--- config.mk ---
export PLATFORM = sky130hd
export DESIGN_NAME = fetch_ctrl
export DESIGN_NICKNAME = d
export VERILOG_FILES = /design/src/rtl/fetch_ctrl.sv
export SDC_FILE = /design/constraint.sdc
export NUM_CORES = 1
export LEC_CHECK = 0
export CAP_MARGIN = 5
export CORE_MARGIN = 2
export CORE_UTILIZATION = 35
export CTS_BUF_LIST = sky130_fd_sc_hd__clkbuf_4 sky130_fd_sc_hd__clkbuf_8
export CTS_CLUSTER_DIAMETER = 30
export DETAILED_ROUTE_END_ITERATION = 8
export SETUP_SLACK_MARGIN = 0.3
export SYNTH_ARGS = -nofsm -noshare
export SYNTH_HDL_FRONTEND = slang
export SYNTH_SLANG_ARGS = --single-unit
export TNS_END_PERCENT = 1
--- constraint.sdc ---
create_clock -name clk -period 3.8 [get_ports clk]
set_input_delay 0.38 -clock clk [delete_from_list [all_inputs] [get_ports clk]]
set_output_delay 0.38 -clock clk [all_outputs]
set_load 0.05 [all_outputs]
--- src/rtl/fetch_ctrl.sv ---
// fetch_ctrl: instruction fetch sequencer with IF/ID register,
// one-bubble jump redirect and a timed drain before halt.
module fetch_ctrl #(
  parameter logic [7:0] RESET_PC     = 8'h00,
  parameter int         DRAIN_CYCLES = 3
) (
  input  logic       clk,
  input  logic       rst,
  input  logic       start,
  input  logic [7:0] prog_end,
  input  logic       stall_req,
  input  logic [7:0] instr,
  output logic [7:0] pc_out,
  output logic [7:0] id_instr,
  output logic [7:0] id_pc,
  output logic       id_valid,
  output logic       busy,
  output logic       done
);

  typedef enum logic [1:0] {
    IDLE,
    RUN,
    DRAIN,
    HALT
  } state_t;

  localparam logic [7:0] DRAIN_LAST = 8'(DRAIN_CYCLES - 1);

  state_t     state;
  state_t     state_n;
  logic [7:0] pc_n;
  logic [7:0] id_instr_n;
  logic [7:0] id_pc_n;
  logic       id_valid_n;
  logic [7:0] cnt;
  logic [7:0] cnt_n;
  logic       jump;
  logic [7:0] target;

  // Jumps resolve from the IF/ID register, so the redirect costs one bubble.
  assign jump   = id_valid && (id_instr[7:6] == 2'b11);
  assign target = id_pc + 8'd1 + {{2{id_instr[5]}}, id_instr[5:0]};

  always_comb begin
    state_n    = state;
    pc_n       = pc_out;
    id_instr_n = id_instr;
    id_pc_n    = id_pc;
    id_valid_n = id_valid;
    cnt_n      = cnt;
    unique case (state)
      IDLE, HALT: begin
        id_valid_n = 1'b0;
        if (start) begin
          pc_n    = RESET_PC;
          state_n = RUN;
        end
      end
      RUN: begin
        if (!stall_req) begin
          if (jump) begin
            pc_n       = target;
            id_valid_n = 1'b0;
          end else if (pc_out == prog_end) begin
            id_valid_n = 1'b0;
            cnt_n      = DRAIN_LAST;
            state_n    = DRAIN;
          end else begin
            id_instr_n = instr;
            id_pc_n    = pc_out;
            id_valid_n = 1'b1;
            pc_n       = pc_out + 8'd1;
          end
        end
      end
      DRAIN: begin
        id_valid_n = 1'b0;
        if (!stall_req) begin
          if (cnt == 8'd0) begin
            state_n = HALT;
          end else begin
            cnt_n = cnt - 8'd1;
          end
        end
      end
      default: state_n = IDLE;
    endcase
  end

  always_ff @(posedge clk) begin
    if (!rst) begin
      state    <= IDLE;
      pc_out   <= RESET_PC;
      id_instr <= 8'h00;
      id_pc    <= 8'h00;
      id_valid <= 1'b0;
      cnt      <= 8'h00;
    end else begin
      state    <= state_n;
      pc_out   <= pc_n;
      id_instr <= id_instr_n;
      id_pc    <= id_pc_n;
      id_valid <= id_valid_n;
      cnt      <= cnt_n;
    end
  end

  assign busy = (state == RUN) || (state == DRAIN);
  assign done = (state == HALT);

endmodule

### Yosys cells after proc, flatten, opt, wreduce, memory -nomap -nowiden

Cells that the tools add are included.

| word-level totals | value |
|---|---|
| register bits after elaboration | 35 |

| operators by class | value |
|---|---|
| $add $sub $neg | 4 |
| bitwise operators | 3 |
| eq/ne operators | 13 |
| reductions and logical operators | 12 |
| multiplexer cells | 22 |

Operator list:

| cell | count |
|---|---|
| two-way mux 8 bit | 9 |
| case mux 8 bit (2 select lines) | 2 |
| adder 8 x 1 -> 8 bit (second input constant) | 2 |
| != test 2 bit (second input constant) | 7 |
| two-way mux 2 bit | 6 |
| AND reduction 6 bit | 2 |
| adder 8 bit | 1 |
| == test 8 bit | 1 |
| logical NOT 8 bit | 1 |
| AND reduction 4 bit | 2 |
| subtractor 8 x 1 -> 8 bit (second input constant) | 1 |
| == test 2 bit (second input constant) | 3 |
| case mux 2 bit (3 select lines) | 1 |
| nonzero test 2 bit | 2 |
| two-way mux 1 bit | 3 |
| != test 3 bit (second input constant) | 1 |
| NOT 1 bit | 3 |
| OR reduction 3 bit | 1 |
| == test 2 x 1 -> 1 bit (second input constant) | 1 |
| logical NOT 2 bit | 1 |
| case mux 1 bit (2 select lines) | 1 |
| OR reduction 2 bit | 1 |
| logical AND 1 bit | 1 |
| logical OR 1 bit | 1 |

### Logic depth before layout (Yosys ltp)

Gate-level depths: netlist (run 1).

| logic depth | value |
|---|---|
| depth after elaboration | 5 |
| gate-level depth with buffers | 9 |
| gate-level depth less buffers | 9 |

### Least setup slack after synthesis (run 1)

OpenSTA, ideal clock, no wires.

| timing path | value |
|---|---|
| path type | reg-to-reg |
| from | reg id_instr[0] |
| to | reg pc_out[6] |
| setup slack | 1.456 ns |
| data arrival time | 2.228 ns |
| data required time | 3.684 ns |
| stages on the path, launching flop included | 10 |
| buffers on the path | 0 |
| path through | dfxtp_1 > inv_1 > ha_1 > fa_1 > nand2b_1 > a21oi_1 > a31oi_1 > xor2_1 > o21ai_0 > a31o_2 |

| on the way | value |
|---|---|
| cells in the longest elaborated chain, start to end | 4 |

RTL lines:

| item | RTL line | RTL |
|---|---|---|
| start, declared | 14 | `output logic [7:0] id_instr,` |
| start signal, assigned | 102 | `id_instr <= id_instr_n;` |
| adder 8 bit | 43 | `assign target = id_pc + 8'd1 + {{2{id_instr[5]}}, id_instr[5:0]};` |
| two-way mux 8 bit | 62 | `if (jump) begin` |
| two-way mux 8 bit | 61 | `if (!stall_req) begin` |
| case mux 8 bit (2 select lines) | 52 | `unique case (state)` |
| end signal, assigned | 101 | `pc_out <= pc_n;` |
| end, declared | 13 | `output logic [7:0] pc_out,` |

Every way passes these cells. The select of a mux whose other input is x is not followed.
A chain may end at the register's enable or synchronous reset.

### Final worst setup path (run 1)

| timing path | value |
|---|---|
| from | reg state[0] |
| to | out busy |

| on the way | value |
|---|---|
| cells in the longest elaborated chain, start to end | 2 |
| elaborated cells on any way between the ends | 3 |
| those cells by class | 2 x eq/ne; 1 x reduce/logical |

RTL lines:

| item | RTL line | RTL |
|---|---|---|
| start, declared | 30 | `state_t state;` |
| start signal, assigned | 100 | `state <= state_n;` |
| == test 2 x 1 -> 1 bit or == test 2 bit (tied branches) | 109 | `assign busy = (state == RUN) \|\| (state == DRAIN);` |
| logical OR 1 bit * | 109 |  |
| end, declared | 17 | `output logic busy,` |

Every way passes the cells marked *; elsewhere a longest branch is shown, timed or not.

==> results.py, run 1 <==
metrics = {
    "clock_network": {
        "htreeDepth": 2,
        "cts_made_buffers": 5,
        "post_cts_buffers": 0,
        "cts-root-buf": "clkbuf_8",
        "postCtsHoldBufs": 0,
        "clock_latency_ns": 0.29,
        "clk_pin_slew_ns": 0.07,
        "cts_buffer_depth": 2,
        "cts_tree": "yes",
        "cts_sinks": 35,
        "post_cts_resized": 0,
    },
    "floorplan": {
        "die_area_sq_um": 7000,
        "die_w_um": 83.7,
        "die_h_um": 83.7,
        "io_pins": 47,
        "fp-row-count": 29,
        "coreArea_sq_um": 6240,
        "start_util_pct": 35.6,
    },
    "placed_design": {
        "post-place-ws_ns": 1.26,
        "dp_cells": 374,
        "hpwlAfterDp_um": 4020,
        "gp_congestion": 0.814,
        "placed_area_sq_um": 2720,
        "port-buffer-count": 46,
    },
    "final_layout": {
        "fin_cells": 382,
        "n_antenna_cell": 0,
        "fin_util_pct": 45.2,
        "multi_input_area_sq_um": 1420,
        "fill_cells": 627,
        "register_area_sq_um": 701,
        "nNetsFinal": 340,
        "drive_gt1_share_pct": 6.23,
        "final_cell_area_sq_um": 2820,
        "syn_to_final_growth_pct": 27.0,
    },
    "synthesis": {
        "synth-edff-count": 0,
        "synthArstFlopShare_pct": 0,
        "ys.flop_type": "dfxtp_1",
        "synth_seq_cells": 35,
        "seq_area_frac_synth_pct": 31.5,
        "yosysWarnings": 0,
        "yosysUniqueCellTypes": 50,
        "syn_avg_cell_area_sq_um": 8.41,
        "syn_nets": 300,
        "syn_inst": 264,
        "synth.cell_area_sq_um": 2220,
    },
    "power": {
        "p_leak_nw": 1.16,
        "peakVddDrop_v": 0.000357,
        "pwr-share-clk_pct": 23.5,
        "power.density_nw_per_um2": 466,
        "switching_share_pct": 41.0,
        "total_power_mw": 1.32,
        "seqPwrFrac_pct": 33.4,
        "p_comb_share_pct": 43.1,
        "p_int_uw": 777,
        "netSwitchingPower_uw": 539,
    },
    "drt": {
        "wl_um": 5460,
        "drc": 0,
        "via_count": 2007,
        "drtIter0Drc": 111,
        "antenna_left": 0,
        "vias_per_cell": 5.25,
        "first_pass_iters": 4,
        "wl_per_cell_um": 14.3,
    },
    "grt": {
        "top_usage_layer": "met2",
        "antenna_found_initial": 0,
        "grt_max_degree": 24,
        "grt_pass1_wl_um": 9070,
        "grtUsageTotal_pct": 15.9,
        "gr-usage-met1_pct": 21.3,
        "grt_pass1_vias": 1853,
        "met3_usage_pct": 3.66,
        "grt-ovfl-total": 0,
        "gr-usage-met2_pct": 25.7,
    },
    "setup_path": {
        "crit_slowest_cell": "clkdlybuf4s50_1",
        "crit_family": "buffers and inverters",
        "crit_chain": "inv_1, ha_1, inv_1, clkdlybuf4s50_1",
        "startpoint_type": "register",
        "crit_required_ns": 3.42,
        "cpPeakStageDelay_ns": 0.80,
        "cp_num_buf_inv": 3,
        "critPathArrivalTime_ns": 2.00,
        "r2r_setup_slack_ns": 1.50,
        "path_common_cell": "inv_1",
        "worstSetupPathType": "reg2out",
        "crit_start": "state[0]$_SDFFE_PN0P_",
        "crit_path_end_kind": "primary output",
        "worstPathMaxFanout": 5,
        "worstReg2RegStart": "state[0]$_SDFFE_PN0P_",
    },
    "sta": {
        "max-slew-margin-rel_pct": 47.8,
        "rsz0062_at_grt": "false",
        "worst_hold_slack_ns": 0.481,
        "worstMarginPinSlew_ns": 0.782,
        "finalHoldViolations": 0,
        "finalSetupTns_ns": 0,
        "finClkSkew_ns": 0.00810,
        "setup_viol": 0,
        "fin_crit_ns": 2.38,
        "fin_crit_sh_pct": 62.7,
        "worst_slack_ns": 1.42,
        "fmax_mhz": 420,
        "slew_viol_final": 0,
    },
    "hold_path": {
        "hp-class": "reg2reg",
        "min_from": "cnt[4]$_SDFFE_PN0P_",
    },
    "flow_run": {
        "maxCapViolCount": 0,
    },
    "status": {
        "status": "completed",
    },
}
## path summary, 6_finish.rpt
| check | endpoint | depth (start not counted) |
|---|---|---|
| worst min register to register | cnt[4]$_SDFFE_PN0P_ | 2 |
| worst max register to register | id_instr[6]$_SDFFE_PN0P_ | 5 |
| worst max-delay path | busy | 4 |
| worst min-delay path | cnt[4]$_SDFFE_PN0P_ | 2 |
## worst min-delay path: cells and delay by family, from the launching register on
family             cells  cell delay, ns
and+or+nand+nor        1            0.05
AOI/OAI and AO/OA      1            0.06
DFF                    1            0.32
## cell type report
| class | instances | share of cell area, % |
|---|---|---|
| Sequential cell | 35 | 24.8 |
| Tap cell | 77 | 3.41 |
| Inverter | 12 | 1.60 |
| Clock buffer | 8 | 3.68 |
| Multi-Input combinational cell | 204 | 50.2 |
| Timing Repair Buffer | 46 | 16.3 |
## logic make-up (layout without fill, tap and decap cells)
group                      after synthesis  in the layout  synth area share (%)
and+or+nand+nor                        101            101                  23.5
muxes                                   18             18                  8.11
AOI/OAI and AO/OA                       52             52                  16.1
adders and majority gates               16             16                  9.35
buffers and inverters                   25             66                  4.73
xor gates and xnor gates                17             17                  6.70
DFF                                     35             35                  31.5
## synth_stat cells (2+ instances only)
| cell | instances | area share [%] |
|---|---|---|
| dfxtp_1 | 35 | 32 |
| nor2_1 | 35 | 5.9 |
| nand2_1 | 24 | 4.1 |
| mux2i_1 | 18 | 8.1 |
| ha_1 | 15 | 8.5 |
| inv_1 | 12 | 2.0 |
| nand3_1 | 12 | 2.7 |
| o21ai_0 | 12 | 2.7 |
| xor2_1 | 11 | 4.3 |
| a21oi_1 | 10 | 2.3 |
| clkbuf_1 | 10 | 1.7 |
| xnor2_1 | 6 | 2.4 |
| nor3_1 | 5 | 1.1 |
| a31oi_1 | 4 | 1.1 |
| nand4_1 | 4 | 1.1 |
| a211oi_1 | 3 | 1.0 |
| a311oi_1 | 3 | 1.2 |
| nand2b_1 | 3 | 0.85 |
| o2111ai_1 | 3 | 1.2 |
| and2_1 | 2 | 0.56 |
| and3_1 | 2 | 0.56 |
| nand3_2 | 2 | 0.90 |
| nor2b_1 | 2 | 0.56 |
| nor4_1 | 2 | 0.56 |
| nor4_4 | 2 | 1.9 |
| o211ai_1 | 2 | 0.68 |
| o221a_2 | 2 | 1.0 |
## routing by layer
metal | wire length [um] | vias up
met1 | 2580 | 935
met4 | 81 | 0
met3 | 233 | 7
met5 | 0 | -
li1 | - | 1024
met2 | 2560 | 41
## placed cells by master (no fill, tap or decap), types with 2 or more instances in the layout
cell type,Yosys,final
a311oi_1,3,3
nor4_4,2,2
nand2_1,24,24
xnor2_1,6,6
o21ai_0,12,12
o211ai_1,2,2
nand4_1,4,4
a211oi_1,3,3
a21oi_1,10,10
ha_1,15,15
clkdlybuf4s50_1,0,46
a31oi_1,4,4
dfxtp_1,35,35
nand3_1,12,12
nand3_2,2,2
nor3_1,5,5
o2111ai_1,3,3
o221a_2,2,2
mux2i_1,18,18
nor2_1,35,35
clkbuf_8,0,7
and2_1,2,2
nor2b_1,2,2
inv_1,12,12
nor4_1,2,2
and3_1,2,2
nand2b_1,3,3
xor2_1,11,11
## state kept, by name, summed over array words and instances (netlist names)
name,count
pc_out,8
id_valid,1
cnt,8
state,2
id_pc,8
id_instr,8
## power by group through the flow
stage | logic [mW] | registers, mW | clock network (mW)
CTS | 0.575 | 0.441 | 0.318
detailed placement | 0.573 | 0.449 | 0
floorplan | 0.351 | 0.503 | 0
global placement | 0.568 | 0.449 | 0
finish | 0.568 | 0.440 | 0.309
global route | 0.622 | 0.446 | 0.335
No activity file was read; power rests on OpenSTA's default activity.
==> inputs of run 2 (changes only) <==
clock period = 2.3 ns   (was 3.8 ns; I/O delays follow)
==> results.py, run 2 (synthesized netlist as in run 1, its figures left out) <==
metrics = {
    "sta": {
        "finalSetupTns_ns": 0,
        "slew_viol_final": 0,
        "fmax_mhz": 498,
        "setup_viol": 0,
        "rsz0062_at_grt": "true",
        "worstMarginPinSlew_ns": 0.504,
        "fin_crit_sh_pct": 87.3,
        "finalHoldViolations": 0,
        "max-slew-margin-rel_pct": 66.3,
        "fin_crit_ns": 2.01,
        "worst_slack_ns": 0.291,
        "finClkSkew_ns": 0.00157,
    },
    "setup_path": {
        "worstPathMaxFanout": 7,
        "startpoint_type": "register",
        "crit_required_ns": 2.47,
        "cpPeakStageDelay_ns": 0.55,
        "critPathArrivalTime_ns": 2.18,
        "crit_path_end_kind": "register",
        "cp_num_buf_inv": 0,
        "crit_chain": "xor2_4, nor4_4, nand3_4, a2111o_1, o211ai_1, o21ai_1",
        "crit_family": "compound AO/OA/AOI/OAI gates",
        "worstSetupPathType": "reg2reg",
        "crit_slowest_cell": "a2111o_1",
    },
    "final_layout": {
        "fin_cells": 402,
        "layout_commonest_cell": "clkdlybuf4s50_1",
        "final_cell_area_sq_um": 3070,
        "final_cell_mix": "clkdlybuf4s50_1, nor2_1, nand2_1",
        "fin_util_pct": 49.2,
        "drive_gt1_share_pct": 18.5,
        "n_antenna_cell": 0,
        "nNetsFinal": 360,
        "fill_cells": 616,
        "syn_to_final_growth_pct": 38.4,
    },
    "grt": {
        "grt-ovfl-total": 0,
        "grtUsageTotal_pct": 17.0,
        "grt_pass1_vias": 2019,
        "antenna_found_initial": 0,
        "grt_pass1_wl_um": 9810,
        "grt_max_degree": 19,
    },
    "clock_network": {
        "postCtsHoldBufs": 0,
        "cts_made_buffers": 5,
        "clock_latency_ns": 0.28,
        "cts_buffer_depth": 2,
        "cts-root-buf": "clkbuf_8",
        "clk_pin_slew_ns": 0.07,
        "cts_tree": "yes",
        "cts_sinks": 35,
        "htreeDepth": 2,
    },
    "floorplan": {
        "die_area_sq_um": 7000,
        "start_util_pct": 35.6,
        "fp-row-count": 29,
        "die_h_um": 83.7,
        "die_w_um": 83.7,
        "io_pins": 47,
        "coreArea_sq_um": 6240,
    },
    "drt": {
        "wl_per_cell_um": 14.6,
        "wl_um": 5870,
        "drc": 0,
        "drtIter0Drc": 78,
        "first_pass_iters": 5,
        "vias_per_cell": 5.17,
        "antenna_left": 0,
        "via_count": 2079,
    },
    "placed_design": {
        "post-place-ws_ns": -0.0281,
        "dp_cells": 386,
        "placed_area_sq_um": 2850,
        "hpwlAfterDp_um": 4250,
        "gp_congestion": 0.837,
        "port-buffer-count": 46,
    },
    "hold_path": {
        "hp-class": "reg2reg",
    },
    "status": {
        "status": "completed",
    },
    "flow_run": {
        "maxCapViolCount": 0,
    },
    "power": {
        "peakVddDrop_v": 0.000357,
        "p_leak_nw": 1.29,
        "power.density_nw_per_um2": 726,
    },
}
## run 2: cell count changes in the layout (fill, tap and decap cells not counted), sizes merged
cell,previous run,this run
buf,0,21
clkdlybuf4s50,46,43
clkbuf,8,6
clkinv,0,2
dlymetal6s2s,0,2
## run 2: cell type report
cell class                      count  area [sq um]  area share (%)
Multi-Input combinational cell    204          1490            48.5
Tap cell                           77          96.3            3.14
Inverter                           12          45.0            1.47
Clock buffer                        6          76.3            2.48
Clock inverter                      2          7.51           0.244
Sequential cell                    35           733            23.9
Timing Repair Buffer               66           626            20.4
## run 2: through the flow
step	hold WS (ns)	power, mW
3_5_place_dp	0.481	1.78
6_report	0.498	2.23
2_1_floorplan	0.373	1.41
5_1_grt	0.518	2.38
3_3_place_gp	0.468	1.77
4_1_cts	0.486	2.23
## run 2: worst paths after layout
check	startpoint	endpoint	slack, ns	cells after the start
worst min-delay path	cnt[4]$_SDFFE_PN0P_	cnt[4]$_SDFFE_PN0P_	0.50	2
worst max register to register	pc_out[2]$_SDFFE_PN0P_	cnt[3]$_SDFFE_PN0P_	0.29	6
worst max-delay path	pc_out[2]$_SDFFE_PN0P_	cnt[3]$_SDFFE_PN0P_	0.29	6
worst min register to register	cnt[4]$_SDFFE_PN0P_	cnt[4]$_SDFFE_PN0P_	0.50	2
## run 2: power by group
group | internal, mW | total [mW] | switching (mW)
combinational | 0.423 | 1.07 | 0.648
sequential | 0.661 | 0.726 | 0.0652
clock | 0.218 | 0.433 | 0.215
## run 2: what timing repair did
item	in CTS	in global routing
gates resized for setup	7	10
pin swaps	11	7
setup endpoints to repair	7	22
buffers inserted	3	5
## run 2: per-layer routing
metal | share of wire (%) | GRT usage (%)
met3 | 4.7 | 3.96
met2 | 48 | 26.8
met5 | 0 | 0
met4 | 1.5 | 5.57
met1 | 46 | 23.0
## run 2: worst min-delay path, cell delays in order (launching register included)
cell	delay [ns]
dfxtp_1	0.34
nand2_1	0.06
o21ai_0	0.06
